<file path="src/rtl/slt_serial_cmp_if.sv">
// Request/response bundle for the bit-serial set-less-than comparator.
interface slt_serial_cmp_if #(
  parameter int WIDTH = 16
);
  logic             req_valid;
  logic             req_ready;
  logic [WIDTH-1:0] a;
  logic [WIDTH-1:0] b;
  logic             is_signed;
  logic             rsp_valid;
  logic             rsp_ready;
  logic             less;
  logic             eq;
  logic             busy;

  modport master (
    output req_valid, a, b, is_signed, rsp_ready,
    input  req_ready, rsp_valid, less, eq, busy
  );

  modport slave (
    input  req_valid, a, b, is_signed, rsp_ready,
    output req_ready, rsp_valid, less, eq, busy
  );
endinterface

</file>
<file path="src/rtl/slt_serial_cmp.sv">
// Bit-serial A<B / A==B comparator, LSB-first, DIGIT bits per cycle.
// Signed compares are compiled in only when SLT_SIGNED_EN is defined.
module slt_serial_cmp #(
  parameter int WIDTH = 16,
  parameter int DIGIT = 1
) (
  input logic           clk,
  input logic           rst,
  slt_serial_cmp_if.slave bus
);
  localparam int NDIG = WIDTH / DIGIT;
  localparam int CW   = (NDIG > 1) ? $clog2(NDIG) : 1;
  localparam logic [CW-1:0] LAST = CW'(NDIG - 1);

  localparam logic [1:0] IDLE = 2'd0;
  localparam logic [1:0] RUN  = 2'd1;
  localparam logic [1:0] DONE = 2'd2;

  logic [1:0]       state_r;
  logic [WIDTH-1:0] sa_r;
  logic [WIDTH-1:0] sb_r;
  logic [CW-1:0]    cnt_r;
  logic             lt_r;
  logic             eqf_r;
  logic             less_r;
  logic             eq_r;
  logic             rsp_valid_r;
  logic             busy_r;
  logic             sgn_s;
  logic             last_s;
  logic             lt_s;
  logic             eqf_s;
  logic             accept_s;

`ifdef SLT_SIGNED_EN
  logic sgn_r;

  // Latch the requested signedness at acceptance.
  always_ff @(posedge clk) begin
    if (rst) begin
      sgn_r <= 1'b0;
    end else if (accept_s) begin
      sgn_r <= bus.is_signed;
    end else begin
      sgn_r <= sgn_r;
    end
  end

  assign sgn_s = sgn_r;
`else
  logic unused_is_signed_s;
  assign unused_is_signed_s = bus.is_signed;
  assign sgn_s              = 1'b0;
`endif

  assign bus.req_ready = (state_r == IDLE) && !rst;
  assign accept_s      = bus.req_valid && (state_r == IDLE) && !rst;
  assign last_s        = (cnt_r == LAST);

  // Fold the current digit into the running less/equal flags; higher bits win.
  always_comb begin
    lt_s  = lt_r;
    eqf_s = eqf_r;
    for (int j = 0; j < DIGIT; j++) begin
      if (sa_r[j] != sb_r[j]) begin
        eqf_s = 1'b0;
        // On the sign bit a set A bit means A is the negative (smaller) one.
        if (sgn_s && last_s && (j == DIGIT - 1)) begin
          lt_s = sa_r[j];
        end else begin
          lt_s = sb_r[j];
        end
      end else begin
        eqf_s = eqf_s;
      end
    end
  end

  // Control FSM, operand shifters and registered response.
  always_ff @(posedge clk) begin
    if (rst) begin
      state_r     <= IDLE;
      sa_r        <= '0;
      sb_r        <= '0;
      cnt_r       <= '0;
      lt_r        <= 1'b0;
      eqf_r       <= 1'b1;
      less_r      <= 1'b0;
      eq_r        <= 1'b0;
      rsp_valid_r <= 1'b0;
      busy_r      <= 1'b0;
    end else begin
      case (state_r)
        IDLE: begin
          if (bus.req_valid) begin
            sa_r    <= bus.a;
            sb_r    <= bus.b;
            cnt_r   <= '0;
            lt_r    <= 1'b0;
            eqf_r   <= 1'b1;
            busy_r  <= 1'b1;
            state_r <= RUN;
          end else begin
            state_r <= IDLE;
          end
        end
        RUN: begin
          lt_r  <= lt_s;
          eqf_r <= eqf_s;
          sa_r  <= sa_r >> DIGIT;
          sb_r  <= sb_r >> DIGIT;
          if (last_s) begin
            less_r      <= lt_s;
            eq_r        <= eqf_s;
            rsp_valid_r <= 1'b1;
            busy_r      <= 1'b0;
            state_r     <= DONE;
          end else begin
            cnt_r <= cnt_r + CW'(1);
          end
        end
        DONE: begin
          if (bus.rsp_ready) begin
            less_r      <= 1'b0;
            eq_r        <= 1'b0;
            rsp_valid_r <= 1'b0;
            state_r     <= IDLE;
          end else begin
            state_r <= DONE;
          end
        end
        default: begin
          state_r     <= IDLE;
          less_r      <= 1'b0;
          eq_r        <= 1'b0;
          rsp_valid_r <= 1'b0;
          busy_r      <= 1'b0;
        end
      endcase
    end
  end

  assign bus.rsp_valid = rsp_valid_r;
  assign bus.less      = less_r;
  assign bus.eq        = eq_r;
  assign bus.busy      = busy_r;
endmodule

</file>
<file path="src/flat_wrapper.sv">
// flat-port wrapper written by rule: the top's interface ports become plain ports
module slt_serial_cmp_flat 
#(
  parameter int WIDTH = 16,
  parameter int DIGIT = 1
)
  (clk, rst, bus_req_valid, bus_a, bus_b, bus_is_signed, bus_rsp_ready, bus_req_ready, bus_rsp_valid, bus_less, bus_eq, bus_busy);
  slt_serial_cmp_if #(.WIDTH(WIDTH)) bus_i ();
  input logic clk;
  input logic rst;
  input wire logic [$bits(bus_i.req_valid)-1:0] bus_req_valid;
  input wire logic [$bits(bus_i.a)-1:0] bus_a;
  input wire logic [$bits(bus_i.b)-1:0] bus_b;
  input wire logic [$bits(bus_i.is_signed)-1:0] bus_is_signed;
  input wire logic [$bits(bus_i.rsp_ready)-1:0] bus_rsp_ready;
  output wire logic [$bits(bus_i.req_ready)-1:0] bus_req_ready;
  output wire logic [$bits(bus_i.rsp_valid)-1:0] bus_rsp_valid;
  output wire logic [$bits(bus_i.less)-1:0] bus_less;
  output wire logic [$bits(bus_i.eq)-1:0] bus_eq;
  output wire logic [$bits(bus_i.busy)-1:0] bus_busy;
  assign bus_i.req_valid = bus_req_valid;
  assign bus_i.a = bus_a;
  assign bus_i.b = bus_b;
  assign bus_i.is_signed = bus_is_signed;
  assign bus_i.rsp_ready = bus_rsp_ready;
  assign bus_req_ready = bus_i.req_ready;
  assign bus_rsp_valid = bus_i.rsp_valid;
  assign bus_less = bus_i.less;
  assign bus_eq = bus_i.eq;
  assign bus_busy = bus_i.busy;
  slt_serial_cmp #(.WIDTH(WIDTH), .DIGIT(DIGIT)) u_core (.clk(clk), .rst(rst), .bus(bus_i));
endmodule
</file>
<file path="config.mk">
export PLATFORM = sky130hd
export DESIGN_NAME = slt_serial_cmp_flat
export DESIGN_NICKNAME = d
export VERILOG_FILES = /design/src/rtl/slt_serial_cmp_if.sv /design/src/rtl/slt_serial_cmp.sv /design/src/flat_wrapper.sv
export SDC_FILE = /design/constraint.sdc
export NUM_CORES = 1
export LEC_CHECK = 0
export ABC_AREA = 1
export ABC_CLOCK_PERIOD_IN_PS = 1600
export CORE_AREA = 3 3 78 62
export DETAILED_ROUTE_END_ITERATION = 6
export DIE_AREA = 0 0 81 65
export GPL_ROUTABILITY_DRIVEN = 1
export GPL_TIMING_DRIVEN = 0
export HOLD_SLACK_MARGIN = 0.05
export PLACE_DENSITY = 0.89
export SLEW_MARGIN = 20
export SYNTH_ARGS = -nofsm -noshare
export SYNTH_HDL_FRONTEND = slang
export SYNTH_SLANG_ARGS = --single-unit
</file>
<file path="constraint.sdc">
create_clock -name clk -period 1.6 [get_ports clk]
set_clock_uncertainty 0.15 [all_clocks]
set_input_delay 0.32 -clock clk [delete_from_list [all_inputs] [get_ports clk]]
set_output_delay 0.32 -clock clk [all_outputs]
set_load 0.01 [all_outputs]
</file>
# After elaboration in Yosys (flattened, before gate mapping)
# Index checks and enable logic that the tools add are counted.
dict set report totals {
  ff_bits 44
  input_bits 37
  output_inout_bits 5
  word_cells 55
}
dict set report classes {
  add_sub_neg 1
  eq_ne 8
  n_mux 26
  bitwise 2
  n_reduce_logical 8
}
# cell count
set op_table {}
lappend op_table {{16-bit case mux with 2 select lines} 2}
lappend op_table {{16-bit two-way mux} 2}
lappend op_table {{1-bit case mux with 3 select lines} 4}
lappend op_table {{1-bit two-way mux} 10}
lappend op_table {{3-bit AND reduction} 3}
lappend op_table {{4-bit two-way mux} 2}
lappend op_table {{4-bit case mux with 2 select lines} 1}
lappend op_table {{2-bit != test (second input constant)} 3}
lappend op_table {{2-bit case mux with 3 select lines} 1}
lappend op_table {{4-bit by 1-bit adder with 4-bit output (second input constant)} 1}
lappend op_table {{4-bit equality test (second input constant)} 1}
lappend op_table {{2-bit two-way mux} 2}
lappend op_table {{1-bit case mux with 2 select lines} 2}
lappend op_table {{2-bit by 1-bit equality test with 1-bit output (second input constant)} 1}
lappend op_table {{2-bit equality test (second input constant)} 1}
lappend op_table {{2-bit zero test} 1}
lappend op_table {{2-bit by 1-bit != test with 1-bit output (second input constant)} 1}
lappend op_table {{1-bit NOT} 2}
lappend op_table {{2-bit AND reduction} 1}
lappend op_table {{2-bit nonzero test} 1}
lappend op_table {{1-bit logical AND} 1}
lappend op_table {{1-bit zero test} 1}
lappend op_table {{1-bit != test} 1}

# Depth between registers and ports, before layout
dict set report depth {
  depth_word 4
  mapped_depth 7
}

# Worst setup path before layout
# OpenSTA, ideal clock, no wires.
dict set report synth_path {
  kind {flip-flop to flip-flop}
  start {register u_core.state_r[0]}
  end {register u_core.cnt_r[0]}
  arrival_ns 1.027
  slack_ns 0.307
  path_stages_with_launch 8
  n_path_buf 0
  cell_sequence {dfxtp_1 -> inv_2 -> nor2_4 -> nand2_4 -> nand2_1 -> inv_1 -> nor2_1 -> nor2_1}
}
dict set report synth_via {
  elab_chain_len 3
  word_cells_on_any_way 7
}
# item line
set synth_rtl {}
lappend synth_rtl {{start: declaration} slt_serial_cmp.sv:19} ;# logic [1:0] state_r;
lappend synth_rtl {{start signal: assignment} slt_serial_cmp.sv:82} ;# state_r <= IDLE;
lappend synth_rtl {{start signal: assignment} slt_serial_cmp.sv:102} ;# state_r <= RUN;
lappend synth_rtl {{start signal: assignment} slt_serial_cmp.sv:104} ;# state_r <= IDLE;
lappend synth_rtl {{2-bit by 1-bit equality test with 1-bit output / 2-bit zero test (equally long branches)} --}
lappend synth_rtl {{2-bit != test (no line) / 2-bit nonzero test (equally long branches)} --}
lappend synth_rtl {{3-bit AND reduction (no line)} --}
lappend synth_rtl {{end signal: assignment} slt_serial_cmp.sv:119} ;# cnt_r <= cnt_r + CW'(1);
lappend synth_rtl {{end: declaration} slt_serial_cmp.sv:22} ;# logic [CW-1:0] cnt_r;
# Several ways; a longest one is shown, not always the timed one.
# A chain may end at the register's enable or synchronous reset.

# Final worst setup path
dict set report layout_path {
  start {input port bus_req_valid}
  end {register u_core.sb_r[3]}
}
dict set report layout_via {
  elab_chain_len 2
}
# item line
set layout_rtl {}
lappend layout_rtl {{start: declaration} flat_wrapper.sv:11} ;# input wire logic [$bits(bus_i.req_valid)-1:0] bus_req_valid;
lappend layout_rtl {{2-bit != test (no line)} --}
lappend layout_rtl {{2-bit AND reduction (no line)} --}
lappend layout_rtl {{end signal: assignment} slt_serial_cmp.sv:97} ;# sb_r <= bus.b;
lappend layout_rtl {{end signal: assignment} slt_serial_cmp.sv:111} ;# sb_r <= sb_r >> DIGIT;
lappend layout_rtl {{end: declaration} slt_serial_cmp.sv:21} ;# logic [WIDTH-1:0] sb_r;
# No other way between the ends.

==> out/qor.log <==
qor: status.result_of_the_run finished, final reports clean
qor: clock_network.clock_tree.root_cell sky130_fd_sc_hd__clkbuf_8
qor: logic_synthesis.ys_ff_latch 44
qor: grt.grt_antenna_before_repair 0
qor: floorplanning.floorplan.initialDensity 50.83%
qor: placed_design.place.detailed.instances 412
qor: placed_design.io_buffer_count 40
qor: worst_setup_path.startpoint_type input pin
qor: clock_network.number_of_buffers_on_the_longest_clock_path 2
qor: layout.fin_nets 404
qor: logic_synthesis.netlist-cell-type-count 23
qor: pwr.vdd.ir_drop.worst 0.5162 mV
qor: floorplanning.die_x 81 um
qor: layout.flow.area_growth_from_synthesis 28.60%
qor: worst_setup_path.critical-path-slowest-cell sky130_fd_sc_hd__clkdlybuf4s50_1
qor: grt.globalRoute.busiestLayer met2
qor: logic_synthesis.synth.cell_area 2061 um^2
qor: grt.grt_max_degree 14
qor: grt.vias_in_the_first_global_route 1,819
qor: logic_synthesis.seq_total_area_yosys 42.74%
qor: drt.ant_nets 0
qor: floorplanning.die_area 5265 um^2
qor: drt.detail_route.wl_per_cell 11.40 um
qor: worst_setup_path.largest_delay_share_family_worst_path buffers and inverters
qor: layout.stdcell_count 421
qor: drt.detail_route.iter0.violations 96
qor: run.drv.max_cap_violation_count 0
qor: layout.multi_input_comb_area 1033 um^2
qor: layout.post_route_cells_drive_above_1_share 9.016%
qor: logic_synthesis.synth-warning-count 0
qor: logic_synthesis.postSynthAreaPerCell 6.501 um^2
qor: placed_design.gp_routability_congestion 0.8317
qor: sta.finalCriticalPeriod 1.517 ns
qor: grt.grt_overflow_total 0
qor: clock_network.worstSkewPairLatency 0.30 ns
qor: sta.max-slew-margin-rel 76.49%
qor: worst_setup_path.required_arrival_time_at_the_worst_endpoint 1.64 ns
qor: clock_network.clock_sink_count 44
qor: grt.grtUsageMet3 4.306%
qor: worst_setup_path.crit_path_max_incr_delay 0.47 ns
qor: layout.fill_cells 368
qor: worst_setup_path.path_cells clkdlybuf4s50_1, o21ai_4, inv_2, clkbuf_1, o21ai_0, nor2_1
qor: pwr.cellPowerDensity 974.3 nW/um^2
qor: logic_synthesis.syn_inst 317
qor: floorplanning.dieHeight 65 um
qor: logic_synthesis.synth.net_count 355
qor: floorplanning.floorplan.core_area 4054 um^2
qor: grt.grt_pass1_wl 7928 um
qor: worst_setup_path.critical_path.max_fanout 10
qor: sta.setup_violations 0
qor: sta.hold_viol_final 0
qor: drt.viasPerCell 4.827
qor: grt.grt_use_met2 29.30%
qor: layout.diodes 0
qor: drt.drt_pre_antenna_iters 4
qor: clock_network.cts.reportedPaths.clkPinSlew 0.09 ns
qor: drt.drt_wl_total 4801 um
qor: logic_synthesis.ys_async_sr_fraction 0%
qor: placed_design.hpwlAfterDp 3310 um
qor: clock_network.cts_inserted_buffers 5
qor: drt.via_count 2,032
qor: sta.setup_total_negative_slack 0 ns
qor: logic_synthesis.synth-edff-count 0
qor: drt.drc 0
qor: sta.worst_margin_slew 0.3526 ns
qor: worst_setup_path.criticalPathCategory input pin to flop
qor: worst_setup_path.cp_data_arrival_time 1.55 ns
qor: worst_setup_path.critical_path.n_buffers_inverters 3
qor: grt.grt_util_overall 19.30%
qor: sta.max_freq 659.3 MHz
qor: pwr.cellLeakagePower 1.253 nW
qor: worst_setup_path.crit_path_end_kind flop
qor: sta.final-max-slew-violation-count 0
qor: logic_synthesis.postSynth.topFlopCell sky130_fd_sc_hd__dfxtp_1
qor: worst_hold_path.hold_class flop to flop
qor: layout.layout.cell_area.non_filler 2650 um^2
qor: clock_network.cts_tree built
qor: floorplanning.i_o_pins 42
qor: layout.ff_latch_area 885.9 um^2
qor: placed_design.placedInstanceArea 2530 um^2
qor: clock_network.cts_htree_levels 2
qor: floorplanning.fp-row-count 20
qor: sta.final.period_utilization 94.80%
qor: grt.grt.met1_usage 26.18%
## layout make-up
class / instances / area share (%)
Inverter: 14 / 2.172
Clock buffer: 5 / 2.597
Tap cell: 55 / 2.597
Sequential cell: 44 / 33.43
Buffer: 16 / 4.344
Multi-Input combinational cell: 243 / 39.00
Timing Repair Buffer: 42 / 15.39
Clock inverter: 2 / 0.4721
## cell families after synthesis
logic type | after synthesis | synth area share [%]
AO/OA/AOI/OAI | 46 | 11.66
adder cells (fa/ha/maj) | 1 | 0.6071
buffers and inverters | 30 | 7.468
flip-flops | 44 | 42.74
AND/OR/NAND/NOR | 196 | 37.52
## registers in the layout, indices dropped and copies added, names as in the netlist
signal / cells
u_core.sa_r: 16
u_core.sb_r: 16
u_core.bus.rsp_valid: 1
u_core.cnt_r: 4
u_core.eqf_r: 1
u_core.bus.less: 1
u_core.bus.eq: 1
u_core.lt_r: 1
u_core.state_r: 2
u_core.bus.busy: 1
## placed cells by master (no fill, tap or decap)
| master | count |
|---|---|
| sky130_fd_sc_hd__a211oi_1 | 1 |
| sky130_fd_sc_hd__o21ai_1 | 15 |
| sky130_fd_sc_hd__o21ai_4 | 1 |
| sky130_fd_sc_hd__nand2_1 | 114 |
| sky130_fd_sc_hd__nor2b_1 | 1 |
| sky130_fd_sc_hd__nand2_4 | 1 |
| sky130_fd_sc_hd__clkbuf_2 | 1 |
| sky130_fd_sc_hd__clkinv_2 | 1 |
| sky130_fd_sc_hd__inv_4 | 2 |
| sky130_fd_sc_hd__or2_2 | 1 |
| sky130_fd_sc_hd__buf_2 | 6 |
| sky130_fd_sc_hd__o21ai_0 | 18 |
| sky130_fd_sc_hd__clkdlybuf4s50_1 | 34 |
| sky130_fd_sc_hd__ha_1 | 1 |
| sky130_fd_sc_hd__nand3_1 | 7 |
| sky130_fd_sc_hd__nor2_4 | 1 |
| sky130_fd_sc_hd__buf_4 | 3 |
| sky130_fd_sc_hd__clkbuf_4 | 1 |
| sky130_fd_sc_hd__clkbuf_1 | 3 |
| sky130_fd_sc_hd__dlygate4sd2_1 | 4 |
| sky130_fd_sc_hd__dlymetal6s2s_1 | 1 |
| sky130_fd_sc_hd__clkinvlp_4 | 1 |
| sky130_fd_sc_hd__a21o_2 | 1 |
| sky130_fd_sc_hd__dfxtp_1 | 42 |
| sky130_fd_sc_hd__dfxtp_4 | 1 |
| sky130_fd_sc_hd__buf_6 | 4 |
| sky130_fd_sc_hd__inv_1 | 11 |
| sky130_fd_sc_hd__clkbuf_8 | 6 |
| sky130_fd_sc_hd__a21oi_1 | 10 |
| sky130_fd_sc_hd__nand4_1 | 2 |
| sky130_fd_sc_hd__dfxtp_2 | 1 |
| sky130_fd_sc_hd__inv_2 | 1 |
| sky130_fd_sc_hd__nand3b_1 | 1 |
| sky130_fd_sc_hd__nor2_1 | 68 |
## power breakdown
group          internal, mW  total, mW  leakage [nW]  switching, mW
clock network         0.296      0.671        0.0400          0.375
logic                 0.277      0.624         0.848          0.347
registers              1.21       1.29         0.365         0.0733
## worst min-delay path: cells and delay by family, from the launching register on
family	cells	cell delay, ns
AOI/OAI and AO/OA	1	0.05
DFF	1	0.32
and+or+nand+nor	1	0.06
## per-layer routing
metal	vias up	share of wire [%]
met5	-	0
met1	884	48
met3	7	6.1
met4	0	1.4
li1	1083	-
met2	58	44
## synth_stat cells, types with 2 or more instances
cell type	n	area share [%]
sky130_fd_sc_hd__nand3_1	7	1.7
sky130_fd_sc_hd__buf_6	4	2.2
sky130_fd_sc_hd__o21ai_1	10	2.4
sky130_fd_sc_hd__inv_1	12	2.2
sky130_fd_sc_hd__dfxtp_1	44	43
sky130_fd_sc_hd__nand2_1	114	21
sky130_fd_sc_hd__a21oi_1	10	2.4
sky130_fd_sc_hd__buf_2	6	1.5
sky130_fd_sc_hd__nor2_1	68	12
sky130_fd_sc_hd__inv_2	2	0.36
sky130_fd_sc_hd__nand4_1	2	0.61
sky130_fd_sc_hd__clkbuf_1	5	0.91
sky130_fd_sc_hd__o21ai_0	23	5.6
## final timing paths
path | from | end | slack (ns) | cells after the start
hold reg to reg | u_core.bus.eq$_SDFFE_PP0P_ | u_core.bus.eq$_SDFFE_PP0P_ | 0.32 | 2
hold / removal | u_core.bus.eq$_SDFFE_PP0P_ | u_core.bus.eq$_SDFFE_PP0P_ | 0.32 | 2
setup / recovery | bus_req_valid | u_core.sb_r[3]$_SDFFE_PP0P_ | 0.08 | 6
setup reg to reg | u_core.cnt_r[0]$_SDFFE_PP0P_ | u_core.bus.less$_SDFFE_PP0P_ | 0.13 | 7
## metrics by stage
stage	power (mW)	utilization (%)	worst slack (ns)	hold slack [ns]
2_1_floorplan	1.699	-	0.3068	0.2949
3_3_place_gp	1.893	62.41	-0.6206	0.2978
3_5_place_dp	1.910	62.41	-0.6084	0.3058
4_1_cts	2.577	64.66	0.01479	0.3171
5_1_grt	2.754	65.37	-0.01719	0.3436
6_report	2.582	65.37	0.08312	0.3192
## what timing repair did
item,in CTS,in global routing
resized for setup,13,14
setup endpoints to repair,5,22
buffers inserted,1,1
pin swaps,0,1
hold buffers,0,0
(Power assumes the default switching activity.)
